$ cat src/rtl/dmac_controller_if.sv
// Control and config-fetch bus signals between the DMAC controller, datapath and AHB master port.
interface dmac_controller_if;
   logic [1:0] DmacReq;
   logic       HReady;
   logic [1:0] M_HResp;
   logic       C_config;
   logic       irq;
   logic       DmacReq_Reg_en;
   logic       PeriAddr_reg_en;
   logic       SAddr_Reg_en;
   logic       DAddr_Reg_en;
   logic       Trans_sz_Reg_en;
   logic       Ctrl_Reg_en;
   logic [1:0] addr_inc_sel;
   logic [1:0] config_HTrans;
   logic       config_write;
   logic [1:0] con_sel;
   logic       con_en;
   logic       channel_en_1;
   logic       channel_en_2;
   logic       busy;
   logic       err;

   modport master (
      input  DmacReq, HReady, M_HResp, C_config, irq,
      output DmacReq_Reg_en, PeriAddr_reg_en, SAddr_Reg_en, DAddr_Reg_en, Trans_sz_Reg_en,
             Ctrl_Reg_en, addr_inc_sel, config_HTrans, config_write, con_sel, con_en,
             channel_en_1, channel_en_2, busy, err
   );

   modport slave (
      output DmacReq, HReady, M_HResp, C_config, irq,
      input  DmacReq_Reg_en, PeriAddr_reg_en, SAddr_Reg_en, DAddr_Reg_en, Trans_sz_Reg_en,
             Ctrl_Reg_en, addr_inc_sel, config_HTrans, config_write, con_sel, con_en,
             channel_en_1, channel_en_2, busy, err
   );
endinterface

$ cat src/rtl/dmac_controller.sv
// Two-channel DMAC control FSM: grant, 4-word AHB config fetch, channel enable until irq.
// Optional DMAC_RR_ARB_EN: a simultaneous request alternates against the last completed grant.
module dmac_controller (
   input logic               clk,
   input logic               rst_n,
   dmac_controller_if.master bus
);
   localparam int unsigned CFG_WORDS = 4;
   localparam logic [2:0]  LastBeat  = 3'(CFG_WORDS);

   typedef enum logic [2:0] {StIdle, StLatch, StCfg, StCheck, StXfer, StDone, StAbort} state_e;

   state_e     state_q, state_d;
   logic [2:0] beat_q, beat_d;
   logic       gnt_q, gnt_d;   // 0 = channel 1, 1 = channel 2
   logic       arb_gnt;
   logic       bus_err;

   assign bus_err = (bus.M_HResp == 2'b01);

`ifdef DMAC_RR_ARB_EN
   logic last_gnt_q;

   // Reset to channel 2 so the first simultaneous request goes to channel 1.
   always_ff @(posedge clk or negedge rst_n) begin
      if (!rst_n) begin
         last_gnt_q <= 1'b1;
      end else if (state_q == StDone) begin
         last_gnt_q <= gnt_q;
      end
   end

   assign arb_gnt = (bus.DmacReq == 2'b11) ? ~last_gnt_q : ~bus.DmacReq[0];
`else
   assign arb_gnt = ~bus.DmacReq[0];
`endif

   always_ff @(posedge clk or negedge rst_n) begin
      if (!rst_n) begin
         state_q <= StIdle;
         beat_q  <= 3'd0;
         gnt_q   <= 1'b0;
      end else begin
         state_q <= state_d;
         beat_q  <= beat_d;
         gnt_q   <= gnt_d;
      end
   end

   always_comb begin
      state_d = state_q;
      beat_d  = beat_q;
      gnt_d   = gnt_q;
      unique case (state_q)
         StIdle: begin
            if (bus.DmacReq != 2'b00) begin
               state_d = StLatch;
               gnt_d   = arb_gnt;
            end
         end
         StLatch: begin
            state_d = StCfg;
            beat_d  = 3'd0;
         end
         StCfg: begin
            if (bus_err) begin
               state_d = StAbort;
               beat_d  = 3'd0;
            end else if (bus.HReady) begin
               if (beat_q == LastBeat) begin
                  state_d = StCheck;
                  beat_d  = 3'd0;
               end else begin
                  beat_d = beat_q + 3'd1;
               end
            end
         end
         StCheck: state_d = bus.C_config ? StXfer : StAbort;
         StXfer:  if (bus.irq) state_d = StDone;
         StDone:  state_d = StIdle;
         StAbort: state_d = StIdle;
         default: state_d = StIdle;
      endcase
   end

   always_comb begin
      bus.DmacReq_Reg_en  = 1'b0;
      bus.PeriAddr_reg_en = 1'b0;
      bus.SAddr_Reg_en    = 1'b0;
      bus.DAddr_Reg_en    = 1'b0;
      bus.Trans_sz_Reg_en = 1'b0;
      bus.Ctrl_Reg_en     = 1'b0;
      bus.addr_inc_sel    = 2'b00;
      bus.config_HTrans   = 2'b00;
      bus.config_write    = 1'b0;
      bus.con_sel         = 2'b10;
      bus.con_en          = 1'b0;
      bus.channel_en_1    = 1'b0;
      bus.channel_en_2    = 1'b0;
      bus.busy            = (state_q != StIdle);
      bus.err             = 1'b0;
      unique case (state_q)
         StLatch: begin
            bus.DmacReq_Reg_en  = 1'b1;
            bus.PeriAddr_reg_en = 1'b1;
            bus.con_en          = 1'b1;
         end
         StCfg: begin
            bus.addr_inc_sel = beat_q[1:0];
            if (beat_q == 3'd0) begin
               bus.config_HTrans = 2'b10;
            end else if (beat_q != LastBeat) begin
               bus.config_HTrans = 2'b11;
            end
            // Data phase of beat k-1 completes in beat k.
            if (bus.HReady && !bus_err) begin
               case (beat_q)
                  3'd1:    bus.SAddr_Reg_en    = 1'b1;
                  3'd2:    bus.DAddr_Reg_en    = 1'b1;
                  3'd3:    bus.Trans_sz_Reg_en = 1'b1;
                  3'd4:    bus.Ctrl_Reg_en     = 1'b1;
                  default: ;
               endcase
            end
         end
         StCheck: begin
            if (bus.C_config) begin
               bus.con_sel = {1'b0, gnt_q};
               bus.con_en  = 1'b1;
            end
         end
         StXfer: begin
            bus.con_sel      = {1'b0, gnt_q};
            bus.channel_en_1 = ~gnt_q;
            bus.channel_en_2 = gnt_q;
         end
         StDone:  bus.con_en = 1'b1;
         StAbort: bus.err    = 1'b1;
         default: ;
      endcase
   end
endmodule

$ cat src/flat_wrapper.sv
// flat-port wrapper written by rule: the top's interface ports become plain ports
module dmac_controller_flat 
  (clk, rst_n, bus_DmacReq, bus_HReady, bus_M_HResp, bus_C_config, bus_irq, bus_DmacReq_Reg_en, bus_PeriAddr_reg_en, bus_SAddr_Reg_en, bus_DAddr_Reg_en, bus_Trans_sz_Reg_en, bus_Ctrl_Reg_en, bus_addr_inc_sel, bus_config_HTrans, bus_config_write, bus_con_sel, bus_con_en, bus_channel_en_1, bus_channel_en_2, bus_busy, bus_err);
  dmac_controller_if bus_i ();
  input logic clk;
  input logic rst_n;
  input wire logic [$bits(bus_i.DmacReq)-1:0] bus_DmacReq;
  input wire logic [$bits(bus_i.HReady)-1:0] bus_HReady;
  input wire logic [$bits(bus_i.M_HResp)-1:0] bus_M_HResp;
  input wire logic [$bits(bus_i.C_config)-1:0] bus_C_config;
  input wire logic [$bits(bus_i.irq)-1:0] bus_irq;
  output wire logic [$bits(bus_i.DmacReq_Reg_en)-1:0] bus_DmacReq_Reg_en;
  output wire logic [$bits(bus_i.PeriAddr_reg_en)-1:0] bus_PeriAddr_reg_en;
  output wire logic [$bits(bus_i.SAddr_Reg_en)-1:0] bus_SAddr_Reg_en;
  output wire logic [$bits(bus_i.DAddr_Reg_en)-1:0] bus_DAddr_Reg_en;
  output wire logic [$bits(bus_i.Trans_sz_Reg_en)-1:0] bus_Trans_sz_Reg_en;
  output wire logic [$bits(bus_i.Ctrl_Reg_en)-1:0] bus_Ctrl_Reg_en;
  output wire logic [$bits(bus_i.addr_inc_sel)-1:0] bus_addr_inc_sel;
  output wire logic [$bits(bus_i.config_HTrans)-1:0] bus_config_HTrans;
  output wire logic [$bits(bus_i.config_write)-1:0] bus_config_write;
  output wire logic [$bits(bus_i.con_sel)-1:0] bus_con_sel;
  output wire logic [$bits(bus_i.con_en)-1:0] bus_con_en;
  output wire logic [$bits(bus_i.channel_en_1)-1:0] bus_channel_en_1;
  output wire logic [$bits(bus_i.channel_en_2)-1:0] bus_channel_en_2;
  output wire logic [$bits(bus_i.busy)-1:0] bus_busy;
  output wire logic [$bits(bus_i.err)-1:0] bus_err;
  assign bus_i.DmacReq = bus_DmacReq;
  assign bus_i.HReady = bus_HReady;
  assign bus_i.M_HResp = bus_M_HResp;
  assign bus_i.C_config = bus_C_config;
  assign bus_i.irq = bus_irq;
  assign bus_DmacReq_Reg_en = bus_i.DmacReq_Reg_en;
  assign bus_PeriAddr_reg_en = bus_i.PeriAddr_reg_en;
  assign bus_SAddr_Reg_en = bus_i.SAddr_Reg_en;
  assign bus_DAddr_Reg_en = bus_i.DAddr_Reg_en;
  assign bus_Trans_sz_Reg_en = bus_i.Trans_sz_Reg_en;
  assign bus_Ctrl_Reg_en = bus_i.Ctrl_Reg_en;
  assign bus_addr_inc_sel = bus_i.addr_inc_sel;
  assign bus_config_HTrans = bus_i.config_HTrans;
  assign bus_config_write = bus_i.config_write;
  assign bus_con_sel = bus_i.con_sel;
  assign bus_con_en = bus_i.con_en;
  assign bus_channel_en_1 = bus_i.channel_en_1;
  assign bus_channel_en_2 = bus_i.channel_en_2;
  assign bus_busy = bus_i.busy;
  assign bus_err = bus_i.err;
  dmac_controller u_core (.clk(clk), .rst_n(rst_n), .bus(bus_i));
endmodule
$ cat config.mk
export PLATFORM = sky130hd
export DESIGN_NAME = dmac_controller_flat
export DESIGN_NICKNAME = d
export VERILOG_FILES = /design/src/rtl/dmac_controller_if.sv /design/src/rtl/dmac_controller.sv /design/src/flat_wrapper.sv
export SDC_FILE = /design/constraint.sdc
export NUM_CORES = 1
export LEC_CHECK = 0
export CAP_MARGIN = 20
export CELL_PAD_IN_SITES_DETAIL_PLACEMENT = 1
export CELL_PAD_IN_SITES_GLOBAL_PLACEMENT = 2
export CORE_MARGIN = 10
export CORE_UTILIZATION = 20
export DETAILED_ROUTE_END_ITERATION = 10
export GPL_TIMING_DRIVEN = 1
export PLACE_DENSITY = 0.71
export SKIP_LAST_GASP = 1
export SLEW_MARGIN = 20
export SYNTH_ARGS = -nofsm -noshare
export SYNTH_HDL_FRONTEND = slang
export SYNTH_SLANG_ARGS = --single-unit
$ cat constraint.sdc
create_clock -name clk -period 1.05 [get_ports clk]
set_input_delay 0.21 -clock clk [delete_from_list [all_inputs] [get_ports clk]]
set_output_delay 0.21 -clock clk [all_outputs]
set_load 0.01 [all_outputs]
Word level (Yosys, flattened, before mapping)
Index checks and enable logic that the tools add are counted.

storage, ports and cells
  bits in latches = 0
  bits in writable memories = 0
  input port bits = 9
  flip-flop bits (word level) = 7
  word-level logic and storage cells = 68
  memory bits (read-only) = 0
  memories kept = 0

cells by class
  mux-type cells = 35
  eq/ne operators = 16
  add/sub/neg operators = 1
  bitwise logic cells = 2
  order comparisons = 0
  reduce and logical (&&, ||, !) cells = 11
  shifts and indexed selects = 0
  divide/modulo/power cells = 0
  multiply operators = 0

operators by type and width
  kind                                                                   count
  3-bit two-way mux                                                      8
  1-bit two-way mux                                                      17
  3-bit one-hot mux with 5 select lines                                  1
  3-bit by 2-bit equality test with 1-bit output, second input constant  4
  3-bit equality test, second input constant                             4
  2-bit two-way mux                                                      6
  3-bit by 1-bit equality test with 1-bit output, second input constant  2
  3-bit logical NOT                                                      2
  3-bit one-hot mux with 2 select lines                                  1
  2-bit one-hot mux with 2 select lines                                  1
  2-bit AND reduction                                                    2
  4-bit AND reduction                                                    1
  2-bit nonzero test                                                     2
  3-bit by 1-bit adder with 3-bit output, second input constant          1
  3-bit by 1-bit != test with 1-bit output, second input constant        1
  3-bit by 2-bit != test with 1-bit output, second input constant        1
  3-bit != test, second input constant                                   1
  3-bit nonzero test                                                     1
  2-bit by 1-bit equality test with 1-bit output, second input constant  1
  2-bit by 1-bit != test with 1-bit output, second input constant        1
  2-bit != test, second input constant                                   1
  1-bit NOT                                                              2
  1-bit one-hot mux with 2 select lines                                  1
  2-bit OR reduction                                                     1
  2 further kinds                                                        2

Logic depth before layout (Yosys ltp)
  word-level depth = 5
  depth in mapped cells = 5
  gate-level depth less buffers = 5

Least setup slack after synthesis
No wires, ideal clock.

  kind = register -> output
  start = register u_core.state_q[1]
  end = output port bus_DAddr_Reg_en
  cell stages (with the launch flop) = 5
  arrival = 1.133 ns
  path buffers = 1
  setup slack = -0.293 ns
  cells stage by stage = dfrtp_1 buf_6 nor3b_4 nand3_2 nor3b_1

on the way
  word-level cells in the longest chain between the ends = 2

ends and longest elaborated chain
  what                                            RTL line                text
  start: declaration                              dmac_controller.sv:13   state_e state_q, state_d;
  start signal: assignment                        dmac_controller.sv:40   state_q <= StIdle;
  start signal: assignment                        dmac_controller.sv:44   state_q <= state_d;
  3-bit by 2-bit equality test with 1-bit output  dmac_controller.sv:102  unique case (state_q)
  1-bit two-way mux                               dmac_controller.sv:102
  end: declaration                                flat_wrapper.sv:15      output wire logic [$bits(bus_i.DAddr_Reg_en)-1:0] bus_DAddr_Reg_en;

Every way passes these cells.

Final worst setup path
  start = register u_core.state_q[0]
  end = output port bus_SAddr_Reg_en

on the way
  word-level cells in the longest chain between the ends = 2

ends and longest elaborated chain
  what                                            RTL line                text
  3-bit by 2-bit equality test with 1-bit output  dmac_controller.sv:102
  1-bit two-way mux                               dmac_controller.sv:102
  end: declaration                                flat_wrapper.sv:14      output wire logic [$bits(bus_i.SAddr_Reg_en)-1:0] bus_SAddr_Reg_en;

Every way passes these cells.

==> results.md <==
- Util after Layout: 44.76%
- Int Pwr: 2.041 mW
- Hold Slack: 0.2294 ns
- HP Class: in -> async
- Area Overhead vs Synth: 108.2%
- Net count, final: 138
- Htree depth: 1
- # rows: 19
- Clk buf depth: 2
- Post-synth ARST share: 100.0%
- R2r setup slk: -0.39 ns
- Port Buf Inserts: 25
- Mapped Cells: 67
- Top-area cell type share of the netlist area: 28.81%
- Root Buffer: clkbuf_4
- Layout cell share with drive strength beyond 1: 69.11%
- Switch share: 39.78%
- Die Y: 75.14 um
- Unrepaired setup endpoints after global routing: true
- Fmax achieved: 590.9 MHz
- Clk sink count: 7
- Non-filler cells, final: 154
- Syn. warnings: 0
- Slew Limit Fails: 0
- Max-Cap Viols: 0
- Clk_skew: 0.006270 ns
- Avg Inst Size Synth: 9.076 sq um
- Core area: 2829 sq um
- First-pass GRT wire length: 4057 um
- Syn nets: 81
- Post-synth EDFFs: 0
- Placer Congestion: 0.6908
- Io pins: 27
- Switch Pwr: 1.348 mW
- Failing checks: setup timing
- Design Power: 3.389 mW
- DR iter-0 viols: 6
- Reg power frac: 16.4%
- Most instantiated cells after synthesis: dfrtp_1, inv_1, ha_1, nor2_1
- Power share of the clock group: 7.5%
- FF-to-FF End: u_core.beat_q[1]$_DFFE_PN0P_
- CTS clk-pin slew, worst paths: 0.06 ns
- Setup WS pre-CTS: -0.8669 ns
- Fin area: 1266 sq um
- Via count: 717
- Drt via density: 4.656
- Final wirelength: 2385 um
- Synth Register Bits: 7
- Die area: 5646 sq um
- Ant diodes: 0
- CP Class: reg -> out
- Critical R2R Launch: u_core.state_q[0]$_DFFE_PN0P_
- Crit-path max FO: 4
- Leak: 0.5941 nW
- Final Hold Viols: 0
- Final period utilization: 161.2%
- Die Span X: 75.14 um
- Comb pwr share: 76.1%
- Critical path launch point type: register
- Inserted Clock Buffers: 3
- CP Capture Type: output port
- Status: complete, but fails checks
- Initial Utilization: 21.49%
- Cell area after placement: 1079 sq um
- Post-DP HPWL: 1763 um
- Total power divided by cell area: 2676 nW/um^2
- Initial antenna violation count: 0
- Worst EP required: 0.84 ns
- Primary FF master, synth: dfrtp_1
- WP data arrival: 1.48 ns
- Clk_lat worst skew: 0.26 ns
- Vias in the first global route: 869
- DRC errors left: 0
- Synth area leaders: dfrtp_1, ha_1, buf_6, inv_1, nor3b_1
- Fin crit period: 1.692 ns
- Register area share after synthesis: 28.81%
- Post-Syn Area: 608.1 sq um
- Worst R2R Path Depth: 6
- GRT Total Usage: 9.315%
- Largest net degree at the start of global routing: 9
- Final WS setup: -0.6425 ns
- Maximum VDD drop: 1252 uV
- Total Neg Setup Slack: -11.25 ns
- CTS tree: done
- Unique masters post-synth: 31
- # setup viols final: 24
- Placed Instances: 138
- DRT Pass-1 Iters: 2
- Antenna-violating nets left: 0
- Grt ovf: 0
- Per-cell routed wire length: 15.49 um
- Post-synth top area cell: dfrtp_1
-- state kept, by name (all words and copies together), names as in the netlist --
name and flops:
u_core.state_q 3, u_core.gnt_q 1, u_core.beat_q 3
-- metal layers --
metal / global-route usage, % / vias up / wire [um]
li1: - / 344 / -
met1: 8.408 / 347 / 809
met2: 17.90 / 24 / 1335
met3: 4.731 / 2 / 222
met4: 2.474 / 0 / 18
met5: 0 / - / 0
-- power by group through the flow --
stage               Combinational [mW]  Clock (mW)  Sequential, mW
finish                            2.58       0.254           0.557
global route                      2.84       0.288           0.568
CTS                               2.48       0.262           0.548
detailed placement                1.94           0           0.555
global placement                  1.89           0           0.543
floorplan                         1.09           0           0.509
-- worst max-delay path, cell delays in order, from the launching register on --
cell     delay, ns
dfrtp_1       0.42
buf_6         0.14
nor3b_4       0.21
nand3_2       0.14
nor3b_2       0.17
buf_2         0.15
-- worst max-delay path by stage --
stage	from	end	slack (ns)	cells after the start
floorplan	u_core.state_q[1]$_DFFE_PN0P_	bus_DAddr_Reg_en	-0.21	4
global placement	bus_M_HResp[1]	bus_DAddr_Reg_en	-0.83	5
detailed placement	bus_M_HResp[1]	bus_SAddr_Reg_en	-0.87	5
CTS	u_core.state_q[0]$_DFFE_PN0P_	bus_DAddr_Reg_en	-0.69	5
global route	u_core.state_q[0]$_DFFE_PN0P_	bus_SAddr_Reg_en	-0.76	5
finish	u_core.state_q[0]$_DFFE_PN0P_	bus_SAddr_Reg_en	-0.64	5
-- what timing repair did --
item                                    in CTS  in global routing
gates resized for setup                     98                 13
pin swaps                                   14                 14
endpoints found under the setup margin      24                 24
hold buffers                                 0                  0
setup buffers                               11                  6
-- cell usage in the layout (no fill, tap or decap), types with 2 or more instances in the layout --
master           count
nor2_1               2
o32ai_2              2
ha_1                 4
clkdlybuf4s50_1      8
buf_4               23
buf_6               15
nor3b_4              3
clkbuf_4             3
inv_2                2
nor3_2               2
nand3_2              2
a21oi_1              2
and2_4               3
inv_1                5
dfrtp_1              5
dfrtp_2              2
nor3b_2              2
buf_2               11
-- logic make-up after synthesis --
logic type      count (synthesis)  synth area share, %
compound gates                 11                12.76
fa+ha+maj                       5                10.29
buf+inv                        12                12.35
flops                           7                28.81
other cells                     1               0.6167
simple gates                   31                35.18
-- layout make-up --
type / count / area (sq um)
inverter: 7 / 26.28
tap: 31 / 38.79
timing repair buffer: 57 / 476.7
multi-input combinational: 48 / 520.5
sequential: 7 / 177.7
fill: 334 / 1563
clock buffer: 4 / 26.28
Power figures use the tool's default switching activity.
